$ cat src/rtl/pipe_stall_ctrl_if.sv
// Signal bundle between the pipeline stages and the stall/flush sequencer.
// The master drives hazard and stall requests. The slave returns the stall and flush controls.
interface pipe_stall_ctrl_if #(
  parameter int unsigned CNT_W  = 6,
  parameter int unsigned STAT_W = 16
);
  logic              id_reg1_read_i;
  logic [4:0]        id_reg1_addr_i;
  logic              id_reg2_read_i;
  logic [4:0]        id_reg2_addr_i;
  logic              ex_is_load_i;
  logic              ex_wreg_i;
  logic [4:0]        ex_wd_i;
  logic              ex_mc_start_i;
  logic [CNT_W-1:0]  ex_mc_cycles_i;
  logic              stallreq_if_i;
  logic              stallreq_mem_i;
  logic              flush_i;
  logic [5:0]        stall_o;
  logic              flush_o;
  logic              busy_o;
  logic              err_o;
  logic [STAT_W-1:0] stall_cnt_o;

  modport master (
    output id_reg1_read_i, id_reg1_addr_i, id_reg2_read_i, id_reg2_addr_i,
    output ex_is_load_i, ex_wreg_i, ex_wd_i, ex_mc_start_i, ex_mc_cycles_i,
    output stallreq_if_i, stallreq_mem_i, flush_i,
    input  stall_o, flush_o, busy_o, err_o, stall_cnt_o
  );

  modport slave (
    input  id_reg1_read_i, id_reg1_addr_i, id_reg2_read_i, id_reg2_addr_i,
    input  ex_is_load_i, ex_wreg_i, ex_wd_i, ex_mc_start_i, ex_mc_cycles_i,
    input  stallreq_if_i, stallreq_mem_i, flush_i,
    output stall_o, flush_o, busy_o, err_o, stall_cnt_o
  );
endinterface

$ cat src/rtl/pipe_stall_ctrl.sv
// Central stall/flush sequencer: load-use detection, multi-cycle EX hold,
// deepest-wins stall arbitration and exception flush for the 5-stage pipe.
module pipe_stall_ctrl #(
  parameter int unsigned CNT_W  = 6,
  parameter int unsigned STAT_W = 16
) (
  input logic              clk,
  input logic              rst,
  pipe_stall_ctrl_if.slave bus
);

  typedef enum logic [0:0] {StIdle, StBusy} state_e;

  state_e              state_q, state_d;
  logic [CNT_W-1:0]    rem_q, rem_d;
  logic                err_q, err_d;
  logic [STAT_W-1:0]   cnt_q, cnt_d;
  logic                lu, mc, len_ok;
  logic [5:0]          stall;

  // Register 0 is hardwired, so it can never be a load-use hazard.
  always_comb begin
    lu = bus.ex_is_load_i & bus.ex_wreg_i & (bus.ex_wd_i != 5'd0) &
         ((bus.id_reg1_read_i & (bus.id_reg1_addr_i == bus.ex_wd_i)) |
          (bus.id_reg2_read_i & (bus.id_reg2_addr_i == bus.ex_wd_i)));
  end

  assign len_ok = (bus.ex_mc_cycles_i >= CNT_W'(2));
  assign mc     = (state_q == StIdle) ? (bus.ex_mc_start_i & len_ok) : (rem_q != '0);

  always_comb begin
    state_d = state_q;
    rem_d   = rem_q;
    err_d   = err_q;
    if (bus.flush_i) begin
      state_d = StIdle;
      rem_d   = '0;
    end else begin
      case (state_q)
        StIdle: begin
          if (bus.ex_mc_start_i && len_ok) begin
            state_d = StBusy;
            rem_d   = bus.ex_mc_cycles_i - CNT_W'(2);
          end
        end
        StBusy: begin
          if (bus.ex_mc_start_i) err_d = 1'b1;
          // Keep counting under a MEM stall: the EX unit keeps computing.
          if (rem_q != '0) rem_d = rem_q - CNT_W'(1);
          else             state_d = StIdle;
        end
        default: state_d = StIdle;
      endcase
    end
  end

  // Deepest requester wins; flush overrides everything.
  always_comb begin
    stall = 6'b000000;
    if (!rst && !bus.flush_i) begin
      if (bus.stallreq_mem_i)     stall = 6'b011111;
      else if (mc)                stall = 6'b001111;
      else if (lu)                stall = 6'b000111;
      else if (bus.stallreq_if_i) stall = 6'b000011;
      else                        stall = 6'b000000;
    end
  end

  always_comb begin
    cnt_d = cnt_q;
    if ((stall != 6'b000000) && (cnt_q != '1)) cnt_d = cnt_q + STAT_W'(1);
  end

  always_ff @(posedge clk or posedge rst) begin
    if (rst) begin
      state_q <= StIdle;
      rem_q   <= '0;
      err_q   <= 1'b0;
      cnt_q   <= '0;
    end else begin
      state_q <= state_d;
      rem_q   <= rem_d;
      err_q   <= err_d;
      cnt_q   <= cnt_d;
    end
  end

  assign bus.stall_o     = stall;
  assign bus.flush_o     = bus.flush_i & ~rst;
  assign bus.busy_o      = ~rst & (state_q == StBusy);
  assign bus.err_o       = err_q;
  assign bus.stall_cnt_o = cnt_q;

endmodule

$ cat src/flat_wrapper.sv
// flat-port wrapper written by rule: the top's interface ports become plain ports
module pipe_stall_ctrl_flat 
#(
  parameter int unsigned CNT_W  = 6,
  parameter int unsigned STAT_W = 16
)
  (clk, rst, bus_id_reg1_read_i, bus_id_reg1_addr_i, bus_id_reg2_read_i, bus_id_reg2_addr_i, bus_ex_is_load_i, bus_ex_wreg_i, bus_ex_wd_i, bus_ex_mc_start_i, bus_ex_mc_cycles_i, bus_stallreq_if_i, bus_stallreq_mem_i, bus_flush_i, bus_stall_o, bus_flush_o, bus_busy_o, bus_err_o, bus_stall_cnt_o);
  pipe_stall_ctrl_if #(.CNT_W(CNT_W), .STAT_W(STAT_W)) bus_i ();
  input logic clk;
  input logic rst;
  input wire logic [$bits(bus_i.id_reg1_read_i)-1:0] bus_id_reg1_read_i;
  input wire logic [$bits(bus_i.id_reg1_addr_i)-1:0] bus_id_reg1_addr_i;
  input wire logic [$bits(bus_i.id_reg2_read_i)-1:0] bus_id_reg2_read_i;
  input wire logic [$bits(bus_i.id_reg2_addr_i)-1:0] bus_id_reg2_addr_i;
  input wire logic [$bits(bus_i.ex_is_load_i)-1:0] bus_ex_is_load_i;
  input wire logic [$bits(bus_i.ex_wreg_i)-1:0] bus_ex_wreg_i;
  input wire logic [$bits(bus_i.ex_wd_i)-1:0] bus_ex_wd_i;
  input wire logic [$bits(bus_i.ex_mc_start_i)-1:0] bus_ex_mc_start_i;
  input wire logic [$bits(bus_i.ex_mc_cycles_i)-1:0] bus_ex_mc_cycles_i;
  input wire logic [$bits(bus_i.stallreq_if_i)-1:0] bus_stallreq_if_i;
  input wire logic [$bits(bus_i.stallreq_mem_i)-1:0] bus_stallreq_mem_i;
  input wire logic [$bits(bus_i.flush_i)-1:0] bus_flush_i;
  output wire logic [$bits(bus_i.stall_o)-1:0] bus_stall_o;
  output wire logic [$bits(bus_i.flush_o)-1:0] bus_flush_o;
  output wire logic [$bits(bus_i.busy_o)-1:0] bus_busy_o;
  output wire logic [$bits(bus_i.err_o)-1:0] bus_err_o;
  output wire logic [$bits(bus_i.stall_cnt_o)-1:0] bus_stall_cnt_o;
  assign bus_i.id_reg1_read_i = bus_id_reg1_read_i;
  assign bus_i.id_reg1_addr_i = bus_id_reg1_addr_i;
  assign bus_i.id_reg2_read_i = bus_id_reg2_read_i;
  assign bus_i.id_reg2_addr_i = bus_id_reg2_addr_i;
  assign bus_i.ex_is_load_i = bus_ex_is_load_i;
  assign bus_i.ex_wreg_i = bus_ex_wreg_i;
  assign bus_i.ex_wd_i = bus_ex_wd_i;
  assign bus_i.ex_mc_start_i = bus_ex_mc_start_i;
  assign bus_i.ex_mc_cycles_i = bus_ex_mc_cycles_i;
  assign bus_i.stallreq_if_i = bus_stallreq_if_i;
  assign bus_i.stallreq_mem_i = bus_stallreq_mem_i;
  assign bus_i.flush_i = bus_flush_i;
  assign bus_stall_o = bus_i.stall_o;
  assign bus_flush_o = bus_i.flush_o;
  assign bus_busy_o = bus_i.busy_o;
  assign bus_err_o = bus_i.err_o;
  assign bus_stall_cnt_o = bus_i.stall_cnt_o;
  pipe_stall_ctrl #(.CNT_W(CNT_W), .STAT_W(STAT_W)) u_core (.clk(clk), .rst(rst), .bus(bus_i));
endmodule
$ cat config.mk
export PLATFORM = sky130hd
export DESIGN_NAME = pipe_stall_ctrl_flat
export DESIGN_NICKNAME = d
export VERILOG_FILES = /design/src/rtl/pipe_stall_ctrl_if.sv /design/src/rtl/pipe_stall_ctrl.sv /design/src/flat_wrapper.sv
export SDC_FILE = /design/constraint.sdc
export NUM_CORES = 1
export LEC_CHECK = 0
export ABC_AREA = 1
export CORE_AREA = 2 2 75 77
export DETAILED_ROUTE_END_ITERATION = 10
export DIE_AREA = 0 0 77 79
export GPL_TIMING_DRIVEN = 0
export PLACE_DENSITY = 0.72
export SLEW_MARGIN = 10
export SYNTH_ARGS = -nofsm -noshare
export SYNTH_HDL_FRONTEND = slang
export SYNTH_SLANG_ARGS = --single-unit
$ cat constraint.sdc
create_clock -name clk -period 2.01 [get_ports clk]
set_input_delay 0.402 -clock clk [delete_from_list [all_inputs] [get_ports clk]]
set_output_delay 0.402 -clock clk [all_outputs]
set_load 0.05 [all_outputs]
==> run_results.csv <==
group,metric,value,unit
global_routing,grt_max_degree,25,
routing,drt_iter0_drc,49,
clock_tree,cts_root_buf,"clkbuf_8",
final_layout,final_area,2705,um^2
final_layout,drive_gt1_frac,0.1875,
routing,finalWirelength,4894,um
sta,setup_ws,0.03329,ns
sta,rsz0062_at_grt,"yes",
clock_tree,clk_pin_slew,0.08,ns
sta,finalSetupViolCount,0,
final_layout,syn_to_final_growth,49.10,%
sta,finalCritPeriodShare,0.9834,
yosys,synth-seq-cells,24,
job,maxCapViolations,0,
placement,dp_hpwl,3539,um
routing,wl_per_cell,11.54,um
pwr,powerDensity,622.6,nW/um^2
sta,fin_crit,1.977,ns
floorplanning,die-area,6083,um^2
final_layout,nNetsFinal,388,
yosys,syn_avg_cell_area,6.621,um^2
sta,skew,0.009962,ns
floorplanning,start_util,0.3399,
yosys,synth_fp_nets,309,
sta,timing.fmax,0.5059,GHz
sta,drv_slew,0,
sta,fin_hold_ws,0.4870,ns
global_routing,grt_pass1_vias,1885,
routing,via_per_inst,4.667,
clock_tree,cts_max_path_buffers,2,
placement,placed_area,2449,um^2
sta,worst_slew_pin_slew,0.9437,ns
clock_tree,cts_tree,"built",
yosys,synth_warnings,0,
floorplanning,row_count,27,
placement,io_buffers,54,
floorplanning,dieWidth,77,um
routing,num_vias,1979,
min_path,hp-class,"register to register",
sta,tns,0,ns
yosys,synth_area,1814,um^2
final_layout,fin_util,0.5068,
placement,pre_cts_slack,-1.184,ns
critical_path,worstSetupPathType,"input pin to output pin",
critical_path,start_kind,"input pin",
global_routing,track_usage,0.1628,
clock_tree,cts_made_buffers,3,
clock_tree,cts_max_level,1,
global_routing,antenna_found_initial,0,
clock_tree,cts_sinks,24,
yosys,synthCells,274,
critical_path,worst_ep_required_time,1.61,ns
critical_path,end_kind,"output pin",
routing,drt_pre_antenna_iters,4,
run_status,status,"completed",
critical_path,arrival,1.57,ns
global_routing,grt_pass1_wl,8169,um
critical_path,path_max_fanout,3,
final_layout,diodes,0,
clock_tree,cts_hold_buffers,0,
global_routing,grt_overflow,0,
sta,hold_viol_final,0,
floorplanning,core,5338,um^2
pwr,p_leak,1.498,nW
clock_tree,clkLatencyLatePin,0.27,ns
floorplanning,io_pins,56,
floorplanning,die_y,79,um
placement,routabilityCongestion,0.8613,
pwr,ir_drop,640.7,uV
routing,drc,0,
sta,relSlewSlack,0.3702,
routing,antenna_left,0,
yosys,synth_seq_area_share,0.3310,
yosys,ys_types,27,
[registers in the layout (all words and copies together) (netlist names)]
name / cells
u_core.bus.err_o: 1
u_core.bus.stall_cnt_o: 16
u_core.rem_q: 6
u_core.state_q: 1
[critical path, cell delays in order]
cell and delay [ns]:
clkdlybuf4s50_1 0.47, nand2_1 0.05, nor2_1 0.09, nand3_1 0.07, nand2_1 0.08, nand2_2 0.07
nand3_4 0.11, buf_6 0.11, buf_8 0.13
[area by class of cell]
class	count	area, um^2
Buffer	6	45.04
Clock buffer	4	45.04
Fill cell	543	2633
Inverter	37	138.9
Multi-Input combinational cell	206	1086
Sequential cell	24	601.8
Tap cell	72	90.09
Timing Repair Buffer	75	698.2
[synth_stat cells]
cell type | n | area, um^2
a21oi_1 | 4 | 20.02
a31o_2 | 1 | 8.760
a31oi_1 | 1 | 6.260
buf_2 | 4 | 20.02
buf_4 | 2 | 15.01
buf_6 | 1 | 11.26
conb_1 | 1 | 3.750
dfrtp_1 | 24 | 600.6
ha_1 | 4 | 50.05
inv_1 | 36 | 135.1
inv_2 | 1 | 3.750
nand2_1 | 92 | 345.3
nand2_2 | 1 | 6.260
nand2_4 | 1 | 11.26
nand3_1 | 30 | 150.1
nand3_2 | 2 | 20.02
nand4_1 | 3 | 18.77
nand4_4 | 1 | 21.27
nor2_1 | 30 | 112.6
nor2_4 | 2 | 22.52
nor3_1 | 4 | 20.02
nor3_2 | 1 | 10.01
o21ai_0 | 9 | 45.04
o22ai_1 | 3 | 18.77
or2_2 | 1 | 6.260
xnor2_1 | 8 | 70.07
xor2_1 | 7 | 61.31
[cells in the final DEF, fill, tap and decap left out]
cell / Yosys / final
nor2_1: 30 / 28
dfrtp_1: 24 / 23
clkbuf_1: 0 / 1
o22ai_1: 3 / 3
buf_4: 2 / 21
nand3_1: 30 / 27
nand3_2: 2 / 4
a31o_2: 1 / 1
dlygate4sd2_1: 0 / 23
buf_2: 4 / 4
or2_2: 1 / 1
clkdlybuf4s15_1: 0 / 1
inv_1: 36 / 29
nand2_1: 92 / 87
nand4_4: 1 / 1
clkbuf_8: 0 / 3
clkbuf_2: 0 / 2
buf_8: 0 / 1
o21ai_0: 9 / 9
nor3_1: 4 / 4
nor2_2: 0 / 2
clkdlybuf4s50_1: 0 / 18
buf_12: 0 / 2
buf_6: 1 / 3
ha_1: 4 / 3
nand4_1: 3 / 3
dlymetal6s2s_1: 0 / 6
nand2_2: 1 / 5
xor2_1: 7 / 7
nor2_4: 2 / 2
a31oi_1: 1 / 1
nor3_2: 1 / 1
dfrtp_2: 0 / 1
ha_4: 0 / 1
xnor2_1: 8 / 8
nand3_4: 0 / 1
a21oi_1: 4 / 4
inv_2: 1 / 8
conb_1: 1 / 1
nand2_4: 1 / 2
[per-layer routing]
metal | global-route usage | part of all wire
met5 | 0 | 0
met4 | 0.06250 | 0.015
met3 | 0.01818 | 0.039
met2 | 0.3009 | 0.48
met1 | 0.1940 | 0.46
[kinds of logic (layout without fill, tap and decap cells)]
family	after synthesis	in the layout	share of synthesized area
AOI/OAI and AO/OA	18	18	0.05449
xor gates and xnor gates	15	15	0.07242
adders and majority gates	4	4	0.02759
buffers and inverters	44	122	0.1021
DFF	24	24	0.3310
other	1	1	0.002067
and+or+nand+nor	168	168	0.4103
[report_power, final]
part / internal (mW) / switching, mW / total [mW]
Clock: 0.142 / 0.158 / 0.299
Sequential: 0.545 / 0.0765 / 0.622
Combinational: 0.314 / 0.449 / 0.763
[per-stage QoR]
stage	cells	power [mW]
after floorplan	274	1.064
after global placement	400	1.291
after detailed placement	400	1.304
after CTS	423	1.673
after global routing	424	1.788
final	424	1.684
[path summary, 6_finish.rpt]
path                               startpoint                         to  slack [ns]  cells past startpoint
max                        bus_id_reg1_read_i             bus_stall_o[1]        0.03                      9
min reg2reg                  u_core.bus.err_o           u_core.bus.err_o        0.49                      1
max in group asynchronous                 rst  u_core.bus.stall_cnt_o[0]        0.82                      2
min in group asynchronous                 rst  u_core.bus.stall_cnt_o[3]        0.56                      2
min                          u_core.bus.err_o           u_core.bus.err_o        0.49                      1
max reg2reg                   u_core.rem_q[1]            u_core.rem_q[4]        0.07                     14
[what timing repair did]
item	4_1_cts	5_1_grt
setup endpoints to repair	7	17
pin swaps	15	7
setup buffers	20	1
gates resized for setup	67	22
gates cloned	0	0
Power figures use the tool's default switching activity.
